===== config.mk =====
export PLATFORM = sky130hd
export DESIGN_NAME = instruction_loader
export DESIGN_NICKNAME = d
export VERILOG_FILES = /design/src/rtl/cpu_pkg.sv /design/src/rtl/instruction_loader_packer.sv /design/src/rtl/instruction_loader.sv
export SDC_FILE = /design/constraint.sdc
export NUM_CORES = 1
export LEC_CHECK = 0
export ABC_AREA = 1
export ABC_CLOCK_PERIOD_IN_PS = 2100
export CAP_MARGIN = 30
export CORE_MARGIN = 4
export CORE_UTILIZATION = 53
export DETAILED_ROUTE_END_ITERATION = 8
export GPL_ROUTABILITY_DRIVEN = 0
export PLACE_DENSITY = 0.79
export SLEW_MARGIN = 10
export SYNTH_ARGS = -nofsm -noshare
export SYNTH_HDL_FRONTEND = slang
export SYNTH_HIERARCHICAL = 1
export SYNTH_SLANG_ARGS = --single-unit

===== constraint.sdc =====
create_clock -name clk -period 2.1 [get_ports clk]
set_input_delay 0.42 -clock clk [delete_from_list [all_inputs] [get_ports clk]]
set_output_delay 0.42 -clock clk [all_outputs]
set_load 0.01 [all_outputs]

===== src/rtl/cpu_pkg.sv =====
// Shared constants and types for the CPU instruction path and its program loader.
package cpu_pkg;

    localparam int unsigned INSTR_W = 22;
    localparam int unsigned ADDR_W  = 22;
    localparam int unsigned DEPTH   = 101;
    localparam int unsigned IDX_W   = $clog2(DEPTH + 1);
    localparam int unsigned LEN_W   = 16;

    typedef enum logic [3:0] {
        IDLE,
        LEN_LO,
        LEN_HI,
        B0,
        B1,
        B2,
        WRITE,
        DONE,
        ERROR
    } loader_state_t;

    // Word index to byte address; the memory drops bits 1:0.
    function automatic logic [ADDR_W-1:0] word_to_byte_addr(input logic [IDX_W-1:0] idx);
        word_to_byte_addr = {{(ADDR_W - IDX_W - 2){1'b0}}, idx, 2'b00};
    endfunction

endpackage


===== src/rtl/instruction_loader_packer.sv =====
// Packs three little-endian stream bytes into one instruction and flags a malformed top byte.
module instr_byte_packer
    import cpu_pkg::*;
(
    input  logic [7:0]         b0,
    input  logic [7:0]         b1,
    input  logic [7:0]         b2,
    output logic [INSTR_W-1:0] word,
    output logic               fmt_ok
);

    always_comb begin
        word   = {b2[5:0], b1, b0};
        fmt_ok = (b2[7:6] == 2'b00);
    end

endmodule


===== src/rtl/instruction_loader.sv =====
// Byte-stream program loader: length header, then 3 bytes per instruction written into the
// instruction RAM one word at a time, with the CPU held until the image is complete.
module instruction_loader
    import cpu_pkg::*;
(
    input  logic               clk,
    input  logic               rst,
    input  logic               start,
    input  logic [7:0]         in_data,
    input  logic               in_valid,
    output logic               in_ready,
    output logic               we,
    output logic [ADDR_W-1:0]  waddr,
    output logic [INSTR_W-1:0] wdata,
    output logic               cpu_hold,
    output logic               done,
    output logic               error
);

    loader_state_t      state;
    logic [IDX_W-1:0]   idx;
    logic [LEN_W-1:0]   len;
    logic [7:0]         b0;
    logic [7:0]         b1;

    logic               xfer;
    logic [LEN_W-1:0]   len_rx;
    logic [LEN_W-1:0]   idx_next;
    logic [INSTR_W-1:0] packed_word;
    logic               fmt_ok;

    instr_byte_packer u_packer (
        .b0     (b0),
        .b1     (b1),
        .b2     (in_data),
        .word   (packed_word),
        .fmt_ok (fmt_ok)
    );

    always_comb begin
        xfer     = in_valid & in_ready;
        len_rx   = {in_data, len[7:0]};
        idx_next = {{(LEN_W - IDX_W){1'b0}}, idx} + LEN_W'(1);
    end

    // in_ready is registered alongside the state so it is high exactly in LEN_*/B* states.
    always_ff @(posedge clk) begin
        if (rst) begin
            state    <= IDLE;
            idx      <= '0;
            len      <= '0;
            b0       <= '0;
            b1       <= '0;
            in_ready <= 1'b0;
            we       <= 1'b0;
            waddr    <= '0;
            wdata    <= '0;
            cpu_hold <= 1'b0;
            done     <= 1'b0;
            error    <= 1'b0;
        end else begin
            we <= 1'b0;
            case (state)
                IDLE, DONE, ERROR: begin
                    if (start) begin
                        state    <= LEN_LO;
                        idx      <= '0;
                        done     <= 1'b0;
                        error    <= 1'b0;
                        cpu_hold <= 1'b1;
                        in_ready <= 1'b1;
                    end
                end
                LEN_LO: begin
                    if (xfer) begin
                        len[7:0] <= in_data;
                        state    <= LEN_HI;
                    end
                end
                LEN_HI: begin
                    if (xfer) begin
                        len <= len_rx;
                        if (len_rx == '0) begin
                            state    <= DONE;
                            in_ready <= 1'b0;
                            cpu_hold <= 1'b0;
                            done     <= 1'b1;
                        end else if (len_rx > LEN_W'(DEPTH)) begin
                            state    <= ERROR;
                            in_ready <= 1'b0;
                            error    <= 1'b1;
                        end else begin
                            state <= B0;
                        end
                    end
                end
                B0: begin
                    if (xfer) begin
                        b0    <= in_data;
                        state <= B1;
                    end
                end
                B1: begin
                    if (xfer) begin
                        b1    <= in_data;
                        state <= B2;
                    end
                end
                B2: begin
                    if (xfer) begin
                        in_ready <= 1'b0;
                        if (fmt_ok) begin
                            we    <= 1'b1;
                            waddr <= word_to_byte_addr(idx);
                            wdata <= packed_word;
                            state <= WRITE;
                        end else begin
                            state <= ERROR;
                            error <= 1'b1;
                        end
                    end
                end
                WRITE: begin
                    idx <= idx + IDX_W'(1);
                    if (idx_next == len) begin
                        state    <= DONE;
                        cpu_hold <= 1'b0;
                        done     <= 1'b1;
                    end else begin
                        state    <= B0;
                        in_ready <= 1'b1;
                    end
                end
                default: begin
                    state    <= IDLE;
                    in_ready <= 1'b0;
                end
            endcase
        end
    end

endmodule


==> impl_metrics.py <==
metrics = {
    "synth": {
        "synth-seq-area-share": 0.432,
        "yosysMostFrequentCell": "nand2_1",
        "netlist_area_mm2": 0.00357,
        "synth_seq_cells": 77,
        "synth_top_area_cell": "dfxtp_1",
        "yosys-top-cells-area": "dfxtp_1 43%, nand2_1 9.6%, buf_4 8.0%",
        "synth_edf_count": 0,
        "synth_top_area_frac": 0.432,
        "ys_warn_count": 6,
        "avgSynthCellArea_um2": 7.08,
        "syn_inst": 504,
        "async_reset_ff_frac": 0,
        "synth_ff_type": "dfxtp_1",
        "synth_commonest_cells": "91 x nand2_1, 77 x dfxtp_1, 71 x nor2_1",
        "synth.distinct_cells": 28,
    },
    "setup_path": {
        "cp_top_family": "simple AND/OR/NAND/NOR gates",
        "path_buf_inv": 0,
        "path_common_cell": "nand2_1",
        "arrival_ns": 2.15,
        "critPathRequiredTime_ns": 2.39,
        "cp_max_fo": 4,
        "worstSetupPathType": "reg -> reg",
        "crit_path_cell_trace": "ha_1, nand2_1, nor2_2, nand2_1, nand3_1, nand3_1, nor2_1, nand4_1, nand2_1, nand2_1, a21oi_1",
        "critPathLaunchType": "flip-flop",
        "slowest_delay_ns": 0.44,
        "worst_setup_path_end_kind": "flip-flop",
        "slowest_stage": "dfxtp_1",
        "crit_start": "idx[1]",
        "r2r_start": "idx[1]",
    },
    "timing": {
        "fmax_mhz": 540,
        "hold_viol_final": 0,
        "slew_viol_final": 0,
        "setup_viol": 0,
        "fin_ws_ns": 0.247,
        "hold_ws_ns": 0.455,
        "period_minus_slack_ns": 1.85,
        "fin_setup_tns_ns": 0,
        "rsz0062_at_grt": "no",
        "skew_ns": 0.00981,
        "min_period_over_period": 0.882,
    },
    "cts": {
        "clock_tree.root_cell": "clkbuf_8",
        "clock_path_buffers": 2,
        "insertion_delay_ns": 0.36,
        "cts_setup_buffers": 0,
        "cts-buffers-inserted": 9,
        "cts-resized-gates": 0,
        "cts-htree-levels": 3,
        "cts_tree": "built",
        "holdBufCountCts": 0,
        "cts_sinks": 77,
        "clk_pin_slew_ns": 0.08,
    },
    "detailed_routing": {
        "drc": 0,
        "drt-vias-per-instance": 5.29,
        "drtAntennaViolNets": 0,
        "drt-total-wl_mm": 8.51,
        "dr.pass1.iters": 5,
        "wl_per_cell_um": 13.7,
        "drt_iter0_drc": 229,
        "routed-via-count": 3278,
    },
    "die": {
        "core_mm2": 0.00646,
        "row_count": 29,
        "die_w_um": 90.1,
        "start_util": 0.553,
        "io_pins": 61,
        "die_y_um": 90.1,
        "die_area_mm2": 0.00811,
    },
    "placement": {
        "dp.cells": 604,
        "dp_slack_ns": -0.00862,
        "port_buffers": 45,
        "dp_hpwl_mm": 6.09,
        "place_area_mm2": 0.00395,
    },
    "finish": {
        "design_area_mm2": 0.00414,
        "stdcell_count": 620,
        "area_growth_pct": 15.9,
        "drive_above_1_share": 0.0866,
        "nNetsFinal": 551,
        "insertedDiodeCount": 0,
    },
    "run": {
        "maxCapViolations": 0,
    },
    "power": {
        "p_leak_nw": 1.71,
        "powerDensity_mw_per_mm2": 798,
        "vdd_drop_max_uv": 496,
    },
    "global_route": {
        "gr-total-overflow": 0,
        "grt_start_max_net_pins": 47,
        "grt_usage": 0.216,
        "antenna_found_initial": 0,
        "grt_first_pass_wirelength_mm": 14.4,
        "grt_pass1_vias": 3096,
    },
    "status": {
        "outcome": "finished clean",
    },
    "hold_path": {
        "min_path_type": "reg -> reg",
        "hold_path.startpoint": "len[14]",
    },
}
[through the flow]
step                      power, mW  utilization
after floorplan                2.10            -
after global placement         2.27        0.612
after detailed placement       2.28        0.612
after CTS                      3.32        0.640
after global routing           3.47        0.640
final                          3.30        0.640
[worst min-delay path, delay by kind of cell, from the launching register on]
kind / cells / cell delay (ns)
DFF: 1 / 0.30
buffers and inverters: 1 / 0.06
AOI/OAI and AO/OA: 1 / 0.05
[layout by cell type (no fill, tap or decap), types with 2 or more instances in the layout]
master	netlist	layout
nand2_1	91	91
clkdlybuf4s50_1	0	45
o21ai_0	50	50
o22ai_1	2	2
nor2_1	71	71
clkinvlp_4	0	3
nand4_1	3	3
clkinv_4	0	3
clkbuf_8	0	10
nor2_2	3	3
buf_4	38	19
a21oi_1	53	53
nand3_1	42	42
inv_1	41	41
nor2_4	2	2
inv_2	2	2
dfxtp_1	77	77
conb_1	1	15
[final timing paths]
path,end,slack [ns],depth (start not counted)
worst max-delay path,state[2],0.25,11
worst min-delay path,len[14],0.45,2
worst max register to register,state[2],0.25,11
worst min register to register,len[14],0.45,2
[cell type report]
class | count | area, um^2
clock buffer | 10 | 138
clock inverter | 6 | 48.8
fill | 573 | 2320
inverter | 44 | 166
multi-input combinational | 342 | 1550
sequential | 77 | 1540
tap | 77 | 96.3
timing repair buffer | 64 | 593
[cell families (layout without fill, tap and decap cells)]
kind of cell    Yosys count  count (layout)  share of synthesized area
simple gates            214             214                      0.251
xor+xnor                  1               1                    0.00245
fa+ha+maj                 1               1                    0.00350
buf+inv                  99             124                      0.148
compound gates          111             111                      0.162
flops                    77              77                      0.432
other cells               1              15                    0.00105
[report_power, final]
part           total [mW]  leakage (nW)  switching, mW  internal, mW
Combinational       0.681         0.999          0.430         0.251
Clock                1.04        0.0847          0.575         0.466
Sequential           1.58         0.621         0.0575          1.52
Total                3.30          1.71           1.06          2.24
[state kept, by name (all words and copies together), names as in the netlist]
signal,flops
b0,8
done,1
state,4
we,1
error,1
waddr,7
cpu_hold,1
len,16
wdata,22
b1,8
in_ready,1
idx,7
[layer usage]
metal / up-vias / track usage / wire [um]
met5: - / 0 / 0
met4: 0 / 0.0778 / 151
met2: 127 / 0.345 / 3920
li1: 1646 / - / -
met1: 1490 / 0.281 / 3840
met3: 15 / 0.0568 / 592
No activity file was read; power rests on OpenSTA's default activity.
